==> src/rtl/mem_arbiter.sv <==
// mem_arbiter: arbitrates the instruction-fetch and data (load/store) ports onto
// a single word-addressed memory. Each granted transaction runs through
// IDLE -> ACCESS (WAIT_CYCLES+1 cycles) -> RESP. All outputs are registered.
// Optional feature: define MEM_ARB_RR_EN for round-robin tie-breaking;
// otherwise the data port wins every tie.
module mem_arbiter #(
    parameter int DATA_W      = 32,
    parameter int MEM_WORDS   = 64,
    parameter int WAIT_CYCLES = 0
) (
    input  logic              clk,
    input  logic              rst,
    input  logic              if_req,
    input  logic [DATA_W-1:0] if_addr,
    output logic              if_ready,
    output logic [DATA_W-1:0] if_rdata,
    input  logic              d_req,
    input  logic              d_we,
    input  logic [DATA_W-1:0] d_addr,
    input  logic [DATA_W-1:0] d_wdata,
    output logic              d_ready,
    output logic [DATA_W-1:0] d_rdata,
    output logic              err,
    output logic              busy,
    output logic [DATA_W-1:0] mem_addr,
    output logic [DATA_W-1:0] mem_write_data,
    output logic              mem_write,
    output logic              mem_read,
    input  logic [DATA_W-1:0] mem_read_data
);

    localparam logic [1:0] S_IDLE   = 2'd0;
    localparam logic [1:0] S_ACCESS = 2'd1;
    localparam logic [1:0] S_RESP   = 2'd2;

    localparam logic [DATA_W-1:0] ADDR_LIMIT = DATA_W'(MEM_WORDS);
    localparam logic [3:0]        CNT_INIT   = 4'(WAIT_CYCLES);
    localparam bit                ZERO_WAIT  = (WAIT_CYCLES == 0);

    logic [1:0]        r_state;
    logic [3:0]        r_cnt;
    logic              r_owner_d;   // 1 = data port owns the transaction
    logic              r_we;
    logic              r_bad;
    logic              r_if_ready;
    logic              r_d_ready;
    logic              r_err;
    logic              r_busy;
    logic              r_mem_read;
    logic              r_mem_write;
    logic [DATA_W-1:0] r_if_rdata;
    logic [DATA_W-1:0] r_d_rdata;
    logic [DATA_W-1:0] r_mem_addr;
    logic [DATA_W-1:0] r_mem_wdata;

    logic              w_any;
    logic              w_pick_d;
    logic              w_we;
    logic              w_bad;
    logic [DATA_W-1:0] w_addr;
    logic [DATA_W-1:0] w_rdata;

`ifdef MEM_ARB_RR_EN
    logic              r_last_d;    // most recent contested winner, 0 = fetch

    // Round-robin: on a tie the port not granted last wins.
    assign w_pick_d = d_req & (~if_req | ~r_last_d);

    // Last-grant bit moves only when both ports contended for the grant.
    always_ff @(posedge clk or posedge rst) begin
        if (rst)
            r_last_d <= 1'b0;
        else if (r_state == S_IDLE && if_req && d_req)
            r_last_d <= w_pick_d;
    end
`else
    // Fixed priority: data wins every tie.
    assign w_pick_d = d_req;
`endif

    assign w_any   = if_req | d_req;
    assign w_addr  = w_pick_d ? d_addr : if_addr;
    assign w_we    = w_pick_d & d_we;
    assign w_bad   = (w_addr >= ADDR_LIMIT);
    // An out-of-range read returns zero rather than whatever the memory drives.
    assign w_rdata = r_bad ? '0 : mem_read_data;

    // Transaction sequencer: grant, drive the memory, capture data, respond.
    always_ff @(posedge clk or posedge rst) begin
        if (rst) begin
            r_state     <= S_IDLE;
            r_cnt       <= '0;
            r_owner_d   <= 1'b0;
            r_we        <= 1'b0;
            r_bad       <= 1'b0;
            r_if_ready  <= 1'b0;
            r_d_ready   <= 1'b0;
            r_err       <= 1'b0;
            r_busy      <= 1'b0;
            r_mem_read  <= 1'b0;
            r_mem_write <= 1'b0;
            r_if_rdata  <= '0;
            r_d_rdata   <= '0;
            r_mem_addr  <= '0;
            r_mem_wdata <= '0;
        end else begin
            r_if_ready <= 1'b0;
            r_d_ready  <= 1'b0;
            r_err      <= 1'b0;
            case (r_state)
                S_IDLE: begin
                    if (w_any) begin
                        r_owner_d   <= w_pick_d;
                        r_we        <= w_we;
                        r_bad       <= w_bad;
                        r_mem_addr  <= w_addr;
                        if (w_pick_d)
                            r_mem_wdata <= d_wdata;
                        r_cnt       <= CNT_INIT;
                        r_mem_read  <= ~w_we & ~w_bad;
                        // With no wait cycles the first ACCESS cycle is also the last.
                        r_mem_write <= w_we & ~w_bad & ZERO_WAIT;
                        r_busy      <= 1'b1;
                        r_state     <= S_ACCESS;
                    end
                end
                S_ACCESS: begin
                    if (r_cnt != 4'd0) begin
                        r_cnt <= r_cnt - 4'd1;
                        // Raise the write strobe for the final ACCESS cycle only.
                        if (r_cnt == 4'd1)
                            r_mem_write <= r_we & ~r_bad;
                    end else begin
                        r_mem_read  <= 1'b0;
                        r_mem_write <= 1'b0;
                        r_err       <= r_bad;
                        if (r_owner_d)
                            r_d_ready  <= 1'b1;
                        else
                            r_if_ready <= 1'b1;
                        if (!r_we) begin
                            if (r_owner_d)
                                r_d_rdata  <= w_rdata;
                            else
                                r_if_rdata <= w_rdata;
                        end
                        r_state <= S_RESP;
                    end
                end
                S_RESP: begin
                    r_busy  <= 1'b0;
                    r_state <= S_IDLE;
                end
                default: begin
                    r_busy  <= 1'b0;
                    r_state <= S_IDLE;
                end
            endcase
        end
    end

    assign if_ready       = r_if_ready;
    assign if_rdata       = r_if_rdata;
    assign d_ready        = r_d_ready;
    assign d_rdata        = r_d_rdata;
    assign err            = r_err;
    assign busy           = r_busy;
    assign mem_addr       = r_mem_addr;
    assign mem_write_data = r_mem_wdata;
    assign mem_write      = r_mem_write;
    assign mem_read       = r_mem_read;

endmodule
==> config.mk <==
export PLATFORM = sky130hd
export DESIGN_NAME = mem_arbiter
export DESIGN_NICKNAME = d
export VERILOG_FILES = /design/src/rtl/mem_arbiter.sv
export SDC_FILE = /design/constraint.sdc
export NUM_CORES = 1
export LEC_CHECK = 0
export CAP_MARGIN = 15
export CORE_MARGIN = 3
export CORE_UTILIZATION = 38
export CTS_CLUSTER_DIAMETER = 200
export DETAILED_ROUTE_END_ITERATION = 7
export HOLD_SLACK_MARGIN = 0.12
export MAX_ROUTING_LAYER = met4
export PLACE_DENSITY = 0.76
export REMOVE_ABC_BUFFERS = 1
export SYNTH_ARGS = -nofsm -noshare
export SYNTH_HDL_FRONTEND = slang
export SYNTH_SLANG_ARGS = --single-unit
==> constraint.sdc <==
create_clock -name clk -period 5 [get_ports clk]
set_input_delay 1.25 -clock clk [delete_from_list [all_inputs] [get_ports clk]]
set_output_delay 1.25 -clock clk [all_outputs]
set_load 0.02 [all_outputs]
==> results by stage <==
Status:
- The run finished with clean final reports.

Layout:
- The finished layout holds 1014 standard cells, fillers aside.
- The final antenna diode count is 0.
- The net count of the finished layout is 929.
- The post-route netlist has 13.08% of its cells at a drive strength greater than 1.
- The synthesis-to-finish area growth is 54.27%.

Hold path:
- The source of the worst hold timing path is mem_addr[27].
- The worst hold path cell count is 2.
- The path class of the tightest hold or removal check is register to register.
- The end of the worst hold path is mem_addr[27].

Critical path:
- The arrival time reported for the critical path endpoint is 3240 ps.
- The maximum fanout count along the critical path is 29.
- Walking the worst path, the cells encountered are buf_2 > buf_4 > or4_1 > o22a_1 > a221o_1 > mux2_2.
- The worst register-to-register path ends at d_rdata[6].
- The setup path with the least slack is of type primary input to register.
- The top cell family by delay on the critical path is buffers and inverters.
- The setup slack of the worst register-to-register path is 2480 ps.
- The number of cells on the worst reg-to-reg path is 7.
- The stage delay of the slowest cell on the critical path is 540 ps.
- The critical path capture point type is a register.
- The worst flop-to-flop path startpoint is r_cnt[0].
- The number of buffers and inverters on the critical path is 2.
- The worst path required time is 5290 ps.
- The element type at the critical path start is a primary input.
- The slowest stage of the critical path belongs to the cell sky130_fd_sc_hd__or4_1.

Placement:
- In this run, placement finished with an instance count of 984.
- Prior to clock tree synthesis, the placed netlist has a worst setup slack of 1629 ps.
- In this run the tool buffered the top-level ports with 266 buffer cells.
- The placer congestion estimate is 0.8284.
- The HPWL after detailed placement is 12.17 mm.

Power:
- In this run the power spent charging and discharging nets is 0.002131 W.
- In this run the static leakage power is 3.952 nW.
- Per report_power, the clock group accounts for 20.3% of the total.
- The fraction of power consumed by sequential logic is 33.7%.
- Cell internal power was estimated by the tool at 0.003660 W.
- Net switching is 36.80% of the power.
- Of the total power, combinational logic draws 46.0%.
- The worst supply voltage drop on vdd is 384.0 uV.
- The power density normalized to cell area is 613.6 nW/um2.

Timing:
- The worst setup slack after layout is 2049 ps.
- The highest achievable clock rate is 338.9 MHz.
- The count of pins over their slew limit came to 0.
- The count of final setup violators is 0.
- Summed over all failing endpoints, the final setup total negative slack is 0 ps.
- The worst clock skew is 7.007 ps.
- For the pin with the worst max-slew slack, the measured transition is 1011 ps.
- Setup repair after global routing left no endpoint under its margin.
- The normalized max-slew margin is 32.62%.
- The final cycle utilization of the critical path is 59.01%.
- The final hold violation count is 0.
- Subtracting the final worst setup slack from the clock period gives 2951 ps.

Floorplanning:
- The chip width is 132.9 um.
- The count of pins on the block boundary is 267.
- The initialized floorplan defines 45 standard-cell rows.
- Once the floorplan was initialized, standard cells occupied 39.52% of the core.
- The floorplan step set the die height to 132.9 um.
- The floorplan step defined a die boundary enclosing 17660 um2.
- The area of the core is 15480 um2.

Global route:
- The initial antenna violation count is 0.
- After global routing the overflow that remains totals 0.
- The first-pass GRT wire length is 26.98 mm.
- In the global route stage, overall resource usage came out at 19.48%.
- The pin count of the biggest net entering global routing is 121.
- The via count of the first global-routing pass is 5301.

Job:
- Across the run, the number of max-cap violations was 0.

Route:
- The detailed-route via count is 4963.
- The DRC violation count after routing is 0.
- The pre-antenna-repair detailed-routing pass consisted of 4 iterations.
- After detailed routing, the total wire length is 16.44 mm.
- The number of routed nets with antenna violations is 0.
- In the routed layout, each cell is associated on average with a via count of 4.894.
- In the final routed layout, each cell accounts on average for 16.21 um.
- The number of DRC markers in iteration 0 is 155.

Logic synthesis:
- After Yosys synthesis, and, or, nand and nor cells account for 13.37% of the synthesized area.
- The fraction of post-synthesis cell area in the top cell type by area is 58.49%.
- In the post-synthesis netlist, the biggest area contributors are sky130_fd_sc_hd__dfrtp_1 (58%), sky130_fd_sc_hd__mux2_2 (6.3%), sky130_fd_sc_hd__nand2_1 (6.1%).
- The fraction of registers with async set or reset after synthesis is 100.0%.
- After synthesis the cells add up to 6118 um2.
- The synthesized instance count is 535.
- The number of warnings issued by yosys is 0.
- After synthesis, the largest family of logic cells by area is simple AND/OR/NAND/NOR gates.
- Summing the sequential cell areas from Yosys gives 58.49% of the chip area.
- The number of storage elements in the synthesis netlist is 143.
- The parity-gate share of the synthesized area counting xor and xnor cells is 0.2863%.
- The primary flip-flop cell chosen by synthesis mapping is sky130_fd_sc_hd__dfrtp_1.
- The fraction of the mapped netlist area in adder cells is 0.6135%.
- In this run the mean area of a mapped cell was 11.44 um2.
- Of the post-synthesis cell area, the part taken by muxes is 11.66%.
- The cell accounting for the most synthesized area is sky130_fd_sc_hd__dfrtp_1.
- Summing the areas of all compound-gate instances in the mapped netlist gives 11.41% of the synthesized area.
- Counting distinct cell types in the post-synthesis netlist gives 38.
- The number of enable flip-flop cells after synthesis is 0.

Clocking:
- After clock tree synthesis, the repair step resized 0 gates.
- Hold repair after CTS inserted 0 buffers.
- The clock tree synthesis step divided the H-tree into 4 levels.
- The later pin in the worst-skew pair is clocked with a latency of 410 ps.
- The cell chosen for the clock root is sky130_fd_sc_hd__clkbuf_16.
- Clock tree synthesis found a total of 143 sinks.
- TritonCTS built the clock tree.
- Buffers added to address setup during post-CTS repair amount to 0.
- The number of clock buffers added by TritonCTS is 17.
- The buffer levels on the longest clock path is 2.
- The clock transition at the registers of the reported paths is 60 ps.
## worst max path at each step
stage,startpoint,endpoint,cells after the start
2_1_floorplan,rst,busy,1
3_3_place_gp,d_req,r_bad,6
3_5_place_dp,d_req,r_bad,6
4_1_cts,d_req,r_bad,6
5_1_grt,d_req,r_bad,6
6_report,d_req,r_bad,6
## registers in the layout (all words and copies together), names as in the netlist, 2 cells and up
signal          count
d_rdata            32
mem_write_data     32
r_state             2
r_cnt               4
mem_addr           32
if_rdata           32
## final cells by class
class | count | area, um2
Clock buffer | 22 | 454.2
Clock inverter | 7 | 90.09
Fill cell | 1225 | 6045
Inverter | 5 | 23.77
Multi-Input combinational cell | 353 | 2298
Sequential cell | 143 | 3578
Tap cell | 211 | 264.0
Timing Repair Buffer | 273 | 2730
## placed cells by master, fill, tap and decap left out, types with 9 or more instances in the layout
cell type,Yosys,routed
sky130_fd_sc_hd__clkdlybuf4s50_1,0,265
sky130_fd_sc_hd__dfrtp_1,143,143
sky130_fd_sc_hd__nand2_1,99,99
sky130_fd_sc_hd__o21ai_2,34,34
sky130_fd_sc_hd__mux2_2,34,34
sky130_fd_sc_hd__o21ai_0,34,34
sky130_fd_sc_hd__nand2b_1,33,33
sky130_fd_sc_hd__mux2i_1,33,33
sky130_fd_sc_hd__o21ai_1,31,30
sky130_fd_sc_hd__clkbuf_16,0,17
sky130_fd_sc_hd__nor4_1,9,9
## synth_stat cells (all sizes together) (2+ instances only)
cell type and count:
and2 4, buf 22, clkbuf 12, dfrtp 143, ha 3, inv 5, mux2 34, mux2i 33
nand2 99, nand2b 33, nand3 4, nand4 2, nor2 7, nor3 6, nor4 9, o21ai 99
or4 3, xor2 2
## power by group through the flow
stage	clock network, W	registers (W)	logic (W)
floorplan	0	0.00251	0.000768
global placement	0	0.00194	0.00263
finish	0.00118	0.00195	0.00266
global route	0.00127	0.00202	0.00285
detailed placement	0	0.00197	0.00269
CTS	0.00121	0.00196	0.00270
## metal layers
layer / part of all wire [%] / GRT usage [%] / wire length (um) / vias up
li1: - / - / - / 2367
met1: 41 / 23.11 / 6700 / 2385
met2: 52 / 32.65 / 8481 / 184
met3: 5.8 / 4.487 / 956 / 27
met4: 1.8 / 6.755 / 300 / 0
met5: 0 / - / 0 / -
## worst reg2reg max path, delay by kind of cell, from the launching register on
family | cells | cell delay [ps]
and+or+nand+nor | 3 | 1260
buffers and inverters | 2 | 470
AOI/OAI and AO/OA | 1 | 70
adders and majority gates | 1 | 170
DFF | 1 | 420
## logic make-up (layout without fill, tap and decap cells)
group | after synthesis | after routing
xor gates and xnor gates | 2 | 2
buffers and inverters | 39 | 307
AOI/OAI and AO/OA | 108 | 108
DFF | 143 | 143
and+or+nand+nor | 173 | 173
muxes | 67 | 67
adders and majority gates | 3 | 3
## per-stage QoR
step                      hold WS, ps  area, um2  utilization (%)  power, W
after floorplan                 454.5       5882                -  0.003282
after global placement          459.1       8867            57.27  0.004571
after detailed placement        468.5       8867            57.27  0.004664
after CTS                       480.7       9412            60.78  0.005870
after global routing            498.0       9439            60.96  0.006133
final                           476.0       9439            60.96  0.005791
Note: power is estimated with default switching activity, not from simulation.
